$ cat src/rtl/plaintext_streamer.sv
// plaintext_streamer
// Takes the winning core index and key from the RC4 cracking array. It sends a
// KEY_LENGTH-byte key header, then reads that core's A RAM one byte at a time
// and streams each byte over a valid/ready interface. It keeps a mod-256
// checksum of the message bytes only.
module plaintext_streamer #(
  parameter int NUM_CORES          = 90,
  parameter int LOG_NUM_CORES      = 8,
  parameter int MESSAGE_LENGTH     = 32,
  parameter int MESSAGE_LOG_LENGTH = 5,
  parameter int RAM_WIDTH          = 8,
  parameter int KEY_LENGTH         = 3,
  parameter int READ_LATENCY       = 1
) (
  input  logic                            clk,
  input  logic                            reset,
  input  logic                            start,
  input  logic                            abort,
  input  logic [LOG_NUM_CORES-1:0]        core_sel,
  input  logic [KEY_LENGTH*RAM_WIDTH-1:0] key_in,
  output logic [LOG_NUM_CORES-1:0]        rd_core,
  output logic [MESSAGE_LOG_LENGTH-1:0]   rd_addr,
  input  logic [RAM_WIDTH-1:0]            rd_data,
  output logic [RAM_WIDTH-1:0]            out_data,
  output logic                            out_valid,
  input  logic                            out_ready,
  output logic                            out_last,
  output logic                            busy,
  output logic                            done,
  output logic                            err,
  output logic [RAM_WIDTH-1:0]            checksum
);

  localparam int KEY_W = KEY_LENGTH * RAM_WIDTH;
  localparam int HDR_W = (KEY_LENGTH > 1) ? $clog2(KEY_LENGTH) : 1;
  localparam int LAT_W = 2;

  localparam logic [HDR_W-1:0]              HDR_LAST   = HDR_W'(KEY_LENGTH - 1);
  localparam logic [MESSAGE_LOG_LENGTH-1:0] ADDR_LAST  = MESSAGE_LOG_LENGTH'(MESSAGE_LENGTH - 1);
  localparam logic [LAT_W-1:0]              LAT_LAST   = LAT_W'(READ_LATENCY);
  localparam logic [LOG_NUM_CORES:0]        CORE_LIMIT = (LOG_NUM_CORES + 1)'(NUM_CORES);

  typedef enum logic [2:0] {
    S_IDLE  = 3'd0,
    S_HDR   = 3'd1,
    S_FETCH = 3'd2,
    S_WAIT  = 3'd3,
    S_SEND  = 3'd4,
    S_FIN   = 3'd5
  } state_t;

  state_t                          state_r;
  logic [KEY_W-1:0]                key_r;
  logic [HDR_W-1:0]                hdr_idx_r;
  logic [MESSAGE_LOG_LENGTH-1:0]   addr_r;
  logic [LAT_W-1:0]                wait_r;

  // Header byte idx of the key; byte 0 is the most significant.
  function automatic logic [RAM_WIDTH-1:0] key_byte(input logic [KEY_W-1:0] key,
                                                    input logic [HDR_W-1:0] idx);
    logic [RAM_WIDTH-1:0] b;
    b = {RAM_WIDTH{1'b0}};
    for (int i = 0; i < KEY_LENGTH; i++) begin
      if (idx == HDR_W'(i)) begin
        b = key[(KEY_LENGTH - 1 - i) * RAM_WIDTH +: RAM_WIDTH];
      end else begin
        b = b;
      end
    end
    return b;
  endfunction

  // Running message checksum, modulo 2^RAM_WIDTH.
  function automatic logic [RAM_WIDTH-1:0] csum_add(input logic [RAM_WIDTH-1:0] acc,
                                                    input logic [RAM_WIDTH-1:0] b);
    return acc + b;
  endfunction

  // Transfer sequencer: header, then fetch/wait/send per message byte. Every output is registered.
  always_ff @(posedge clk or negedge reset) begin
    if (!reset) begin
      state_r   <= S_IDLE;
      key_r     <= {KEY_W{1'b0}};
      hdr_idx_r <= {HDR_W{1'b0}};
      addr_r    <= {MESSAGE_LOG_LENGTH{1'b0}};
      wait_r    <= {LAT_W{1'b0}};
      rd_core   <= {LOG_NUM_CORES{1'b0}};
      rd_addr   <= {MESSAGE_LOG_LENGTH{1'b0}};
      out_data  <= {RAM_WIDTH{1'b0}};
      out_valid <= 1'b0;
      out_last  <= 1'b0;
      busy      <= 1'b0;
      done      <= 1'b0;
      err       <= 1'b0;
      checksum  <= {RAM_WIDTH{1'b0}};
    end else begin
      done <= 1'b0;
      if (abort && (state_r != S_IDLE)) begin
        // Cancel wins over a same-cycle handshake, so that byte is not counted.
        state_r   <= S_IDLE;
        out_valid <= 1'b0;
        out_last  <= 1'b0;
        busy      <= 1'b0;
      end else begin
        case (state_r)
          S_IDLE: begin
            if (start) begin
              if ({1'b0, core_sel} < CORE_LIMIT) begin
                rd_core   <= core_sel;
                key_r     <= key_in;
                checksum  <= {RAM_WIDTH{1'b0}};
                err       <= 1'b0;
                hdr_idx_r <= {HDR_W{1'b0}};
                addr_r    <= {MESSAGE_LOG_LENGTH{1'b0}};
                wait_r    <= {LAT_W{1'b0}};
                out_data  <= key_byte(key_in, {HDR_W{1'b0}});
                out_valid <= 1'b1;
                out_last  <= 1'b0;
                busy      <= 1'b1;
                state_r   <= S_HDR;
              end else begin
                err <= 1'b1;
              end
            end else begin
              state_r <= S_IDLE;
            end
          end
          S_HDR: begin
            if (out_valid && out_ready) begin
              if (hdr_idx_r == HDR_LAST) begin
                out_valid <= 1'b0;
                addr_r    <= {MESSAGE_LOG_LENGTH{1'b0}};
                rd_addr   <= {MESSAGE_LOG_LENGTH{1'b0}};
                state_r   <= S_FETCH;
              end else begin
                hdr_idx_r <= hdr_idx_r + HDR_W'(1);
                out_data  <= key_byte(key_r, hdr_idx_r + HDR_W'(1));
              end
            end else begin
              state_r <= S_HDR;
            end
          end
          S_FETCH: begin
            // rd_addr was loaded on entry; the RAM sees it during this cycle.
            wait_r  <= LAT_W'(1);
            state_r <= S_WAIT;
          end
          S_WAIT: begin
            if (wait_r == LAT_LAST) begin
              out_data  <= rd_data;
              out_valid <= 1'b1;
              out_last  <= (addr_r == ADDR_LAST);
              state_r   <= S_SEND;
            end else begin
              wait_r <= wait_r + LAT_W'(1);
            end
          end
          S_SEND: begin
            if (out_valid && out_ready) begin
              checksum  <= csum_add(checksum, out_data);
              out_valid <= 1'b0;
              out_last  <= 1'b0;
              if (out_last) begin
                done    <= 1'b1;
                state_r <= S_FIN;
              end else begin
                addr_r  <= addr_r + MESSAGE_LOG_LENGTH'(1);
                rd_addr <= addr_r + MESSAGE_LOG_LENGTH'(1);
                state_r <= S_FETCH;
              end
            end else begin
              state_r <= S_SEND;
            end
          end
          S_FIN: begin
            busy    <= 1'b0;
            state_r <= S_IDLE;
          end
          default: begin
            out_valid <= 1'b0;
            out_last  <= 1'b0;
            busy      <= 1'b0;
            state_r   <= S_IDLE;
          end
        endcase
      end
    end
  end

endmodule

$ cat config.mk
export PLATFORM = sky130hd
export DESIGN_NAME = plaintext_streamer
export DESIGN_NICKNAME = d
export VERILOG_FILES = /design/src/rtl/plaintext_streamer.sv
export SDC_FILE = /design/constraint.sdc
export NUM_CORES = 1
export LEC_CHECK = 0
export ABC_AREA = 1
export ABC_CLOCK_PERIOD_IN_PS = 3330
export CAP_MARGIN = 15
export CORE_ASPECT_RATIO = 0.5
export CORE_MARGIN = 2
export CORE_UTILIZATION = 40
export DETAILED_ROUTE_END_ITERATION = 8
export SLEW_MARGIN = 20
export SYNTH_ARGS = -nofsm -noshare
export SYNTH_HDL_FRONTEND = slang
export SYNTH_SLANG_ARGS = --single-unit
$ cat constraint.sdc
create_clock -name clk -period 3.33 [get_ports clk]
set_input_delay 0.4995 -clock clk [delete_from_list [all_inputs] [get_ports clk]]
set_output_delay 0.4995 -clock clk [all_outputs]
set_load 0.02 [all_outputs]
* After elaboration in Yosys (flattened, before gate mapping)
Cells that the tools add are included.
** Storage, ports and cells
- Flip-flop bits (word level) :: 70
- Latch bits :: 0
- RAM bits :: 0
- Memory bits (read-only) :: 0
- Output and inout bits :: 34
- Word-level logic and storage cells :: 133
- Memories :: 0
** Operators by class
- Add/sub/neg operators :: 4
- $mul :: 0
- Div/mod/pow operators :: 0
- $lt $le $gt $ge :: 1
- Eq/ne operators :: 30
- Shift operators :: 0
- Multiplexer cells :: 57
- Bitwise logic cells :: 1
- Reduce and logical (&&, ||, !) cells :: 26
** Operator list (number)
- $mux W8 :: 11
- $mux W5 :: 6
- $mux W3 :: 8
- $pmux W8 S3 :: 1
- $ne A2 B2 Y1 const B :: 9
- $ne A3 B3 Y1 const B :: 6
- $mux W1 :: 17
- $pmux W8 S2 :: 1
- $pmux W3 S5 :: 1
- $pmux W5 S3 :: 1
- $reduce_and A5 Y1 :: 3
- $reduce_and A7 Y1 :: 2
- $reduce_and A6 Y1 :: 2
- $reduce_bool A3 Y1 :: 4
- $mux W2 :: 5
- $pmux W5 S2 :: 1
- $reduce_and A3 Y1 :: 3
- $add A8 B8 Y8 :: 1
- $lt A8 B7 Y1 const B :: 1
- $ne A4 B4 Y1 const B :: 2
- $reduce_and A8 Y1 :: 1
- $eq A3 B2 Y1 const B :: 2
- $eq A3 B3 Y1 const B :: 2
- $ne A2 B1 Y1 const B :: 3
- 20 further kinds :: 26

* Depth between registers and ports, before layout
- Depth after elaboration :: 8
- Mapped depth :: 10
- Gate-level depth less buffers :: 10

* Worst setup path before layout
Ideal clock, no wire load.
- Path type :: register to register
- Start point :: register hdr_idx_r[0]
- End point :: register out_data[0]
- Library setup time :: 67 ps
- Arrival :: 1536 ps
- Slack :: 1727 ps
- Cell stages (with the launch flop) :: 11
- Buffers on the path :: 1
- Period minus slack after synthesis :: 1603 ps
- Path through :: dfrtp_1 -> inv_1 -> ha_1 -> clkbuf_1 -> nor2_1 -> nand2_1 -> nand2_1 -> o211ai_1 -> nand3_1 -> nand3_1 -> nand2_1
** On the way
- Cells in the longest elaborated chain, start to end :: 8
** Ends and longest elaborated chain
- from (decl) :: line 54 : logic [HDR_W-1:0] hdr_idx_r;
- from (signal assigned) :: line 84 : hdr_idx_r <= {HDR_W{1'b0}};
- from (signal assigned) :: line 113 : hdr_idx_r <= {HDR_W{1'b0}};
- from (signal assigned) :: line 136 : hdr_idx_r <= hdr_idx_r + HDR_W'(1);
- $add A2 B1 Y2 :: line 137 : out_data <= key_byte(key_r, hdr_idx_r + HDR_W'(1));
- $logic_not A2 Y1 :: line 64 : if (idx == HDR_W'(i)) begin
- $mux W8 (3 in a row) :: line 64
- $mux W8 :: line 130 : if (hdr_idx_r == HDR_LAST) begin
- $mux W8 :: line 129 : if (out_valid && out_ready) begin
- $pmux W8 S3 :: line 105 : case (state_r)
- to (signal assigned) :: line 116 : out_data <= key_byte(key_in, {HDR_W{1'b0}});
- to (signal assigned) :: line 137
- to (signal assigned) :: line 150 : out_data <= rd_data;
- to (decl) :: line 24 : output logic [RAM_WIDTH-1:0] out_data,
Several ways; a longest one is shown, not always the timed one. The select of a mux whose other input is x is not followed.
A chain may end at the register's enable or synchronous reset.

* Worst setup path after layout
- Start point :: input core_sel[5]
- End point :: register wait_r[0]
** On the way
- Cells in the longest elaborated chain, start to end :: 3
** Ends and longest elaborated chain
- from (decl) :: line 19 : input logic [LOG_NUM_CORES-1:0] core_sel,
- $lt A8 B7 Y1 :: line 108 : if ({1'b0, core_sel} < CORE_LIMIT) begin
- $ne A2 B2 Y1 (no line)
- $reduce_and A5 Y1 (no line)
- to (signal assigned) :: line 86 : wait_r <= {LAT_W{1'b0}};
- to (signal assigned) :: line 115 : wait_r <= {LAT_W{1'b0}};
- to (signal assigned) :: line 155 : wait_r <= wait_r + LAT_W'(1);
- to (decl) :: line 56 : logic [LAT_W-1:0] wait_r;
No other way between the ends.

==> impl_metrics.csv <==
group,metric,value,unit
setup_path,path_delay_family,"compound AO/OA/AOI/OAI gates",
global_route,grt-ovfl-total,0,
floorplan,coreArea,9380,µm²
place,post-dp-hpwl,7170,µm
power_and_ir_drop,leakagePower,0.00255,µW
layout,diodes,0,
floorplan,die_width,142,µm
setup_path,crit_chain,"clkdlybuf4s50_1, inv_1, nand2_1, nor2_1, nand2_1, nand2_1, o21bai_2, nand2_1, nand2_1, o21ai_0",
clock_network,cts_buffers,9,
run,drv_cap,0,
setup_path,r2r-start,"hdr_idx_r[0]",
yosys,syn-num-nets,562,
setup_path,cp_max_fo,16,
yosys,synthesis.area,3830,µm²
global_route,grt_max_degree,71,
timing,rsz0062_at_grt,"no",
layout,final_cells,709,
layout,drive_gt1_frac,0.0782,
clock_network,cts_resized,0,
setup_path,startpoint_type,"primary input",
global_route,gr-max-usage-layer,"met2",
clock_network,cts_max_level,3,
global_route,grtUsageMet2,0.312,
layout,area_growth,31.1,%
timing,slew_violations,0,
power_and_ir_drop,peakVddDrop,0.332,mV
setup_path,required,3.54,ns
yosys,synth_top_area_cell,"dfrtp_1",
global_route,globalRouteMet1Util,0.292,
floorplan,die_h,73.2,µm
yosys,synth.avg_cell_area,7.62,µm²
global_route,use_met3,0.0479,
routing,num_vias,3429,
timing,max_freq,478,MHz
clock_network,cts-root-buf,"clkbuf_16",
setup_path,endpoint_kind,"register",
timing,fin_skew,0.00943,ns
setup_path,path_class,"primary input to register",
clock_network,cts.path.max_buffers,2,
routing,dr.pass1.iters,4,
timing,period_share,0.629,
global_route,grt_pass1_wl,16400,µm
setup_path,cp-endpoint,"wait_r[0]",
clock_network,path_clk_slew,0.06,ns
setup_path,path_depth,10,
layout,final_common_cell,"nand2_1",
power_and_ir_drop,cellPowerDensity,845,nW/µm²
timing,worstMarginPinSlew,0.928,ns
setup_path,startpoint,"core_sel[5]",
setup_path,worstReg2RegEnd,"out_data[6]",
setup_path,slowest_delay,0.58,ns
setup_path,r2r_setup_slack,1.42,ns
layout,stdcell_area,5020,µm²
floorplan,num_io_pins,79,
routing,ant_nets,0,
timing,min_period,2.09,ns
routing,drc_errors,0,
setup_path,reg2regPathDepth,9,
layout,mostFrequentLayoutCells,"nand2_1 (233), clkdlybuf4s50_1 (77), dfrtp_1 (70)",
global_route,grt_pass1_vias,3353,
yosys,ys_ff_latch,70,
floorplan,num_rows,25,
setup_path,cp_num_buf_inv,2,
timing,max-slew-margin-rel,0.381,
yosys,ys_warn_count,0,
clock_network,clock-sinks,70,
clock_network,post_cts_buffers,0,
setup_path,critPathArrivalTime,2.30,ns
clock_network,clk_latency,0.33,ns
worst_hold_path,hold_class,"primary input to async pin",
routing,drt_iter0_drc,238,
yosys,ys_types,31,
setup_path,crit_slowest_cell,"o21bai_2",
layout,num-nets-final,643,
place,post-place-ws,0.890,ns
clock_network,cts_tree,"built",
yosys,synth.top_cell.area_share,0.458,
place,port_buffers,78,
run_status,status,"completed",
routing,post_drt_wl_per_cell,13.7,µm
clock_network,cts.hold.buffers_added,0,
place,gp_congestion,0.887,
routing,drt_wl_total,9690,µm
timing,worst_slack,1.24,ns
yosys,synthCells,502,
timing,finalHoldViolCount,0,
timing,fin_setup_tns,0,ns
setup_path,cpMostUsedCell,"nand2_1",
global_route,grt_antenna_before_repair,0,
place,dp_cells,693,
floorplan,start_util,0.408,
global_route,grt_usage,0.203,
floorplan,die_area,10400,µm²
timing,setup_viol,0,
yosys,yosys-top-cells-area,"dfrtp_1 (46%), nand2_1 (23%), ha_1 (4.6%)",
yosys,seq_area_frac_synth,0.458,
place,place_area,4720,µm²
routing,drt-vias-per-instance,4.84,
sequential cells by signal, summed over array words and instances, names as in the netlist:
name,cells
key_r,24
checksum,8
out_data,8
rd_core,8
addr_r,5
rd_addr,5
state_r,3
hdr_idx_r,2
wait_r,2
busy,1
done,1
err,1
out_last,1
out_valid,1
synth_stat cells, drive strengths merged:
cell    instances
dfrtp          70
nor3            3
or2             1
o21a            2
o211ai          9
nand4           9
nor2           28
clkbuf          2
ha             14
nand2         241
nand3          29
o21ai          26
a21oi          17
nand3b          1
inv            35
xnor2           4
fa              1
o21bai          1
buf             9
report_power, final:
group	switching, µW	internal (µW)	total, µW
registers	220	1150	1370
logic	1180	721	1900
clock network	371	597	968
total	1770	2470	4240
through the flow:
step	hold slack (ns)	power (µW)	util
final	0.335	4240	0.535
after global routing	0.466	4570	0.535
after CTS	0.417	4270	0.535
after detailed placement	0.458	3290	0.503
after global placement	0.454	3260	0.503
after floorplan	0.204	2650	-
cells by family after synthesis:
group / synth area share
flip-flops: 0.458
XOR/XNOR: 0.00915
buffers and inverters: 0.0510
AO/OA/AOI/OAI: 0.0827
AND/OR/NAND/NOR: 0.348
adder cells (fa/ha/maj): 0.0510
worst min path at each step:
stage	startpoint	end	slack, ns
after global routing	reset	rd_core[4]	0.47
after CTS	reset	rd_addr[4]	0.42
final	reset	rd_core[4]	0.33
after floorplan	reset	addr_r[0]	0.20
after detailed placement	rd_core[1]	rd_core[1]	0.46
after global placement	rd_core[7]	rd_core[7]	0.45
area by class of cell:
type	instances	area (µm²)
multi-input combinational	386	1880
sequential	70	1750
tap	121	151
inverter	35	136
timing repair buffer	81	798
fill	880	4370
clock buffer	10	239
clock inverter	6	61.3
layer usage:
metal / vias to the layer above / part of all wire
met2: 39 / 0.42
li1: 1774 / -
met4: 0 / 0.0091
met5: - / 0
met3: 7 / 0.031
met1: 1609 / 0.54
No activity file was read; power rests on OpenSTA's default activity.
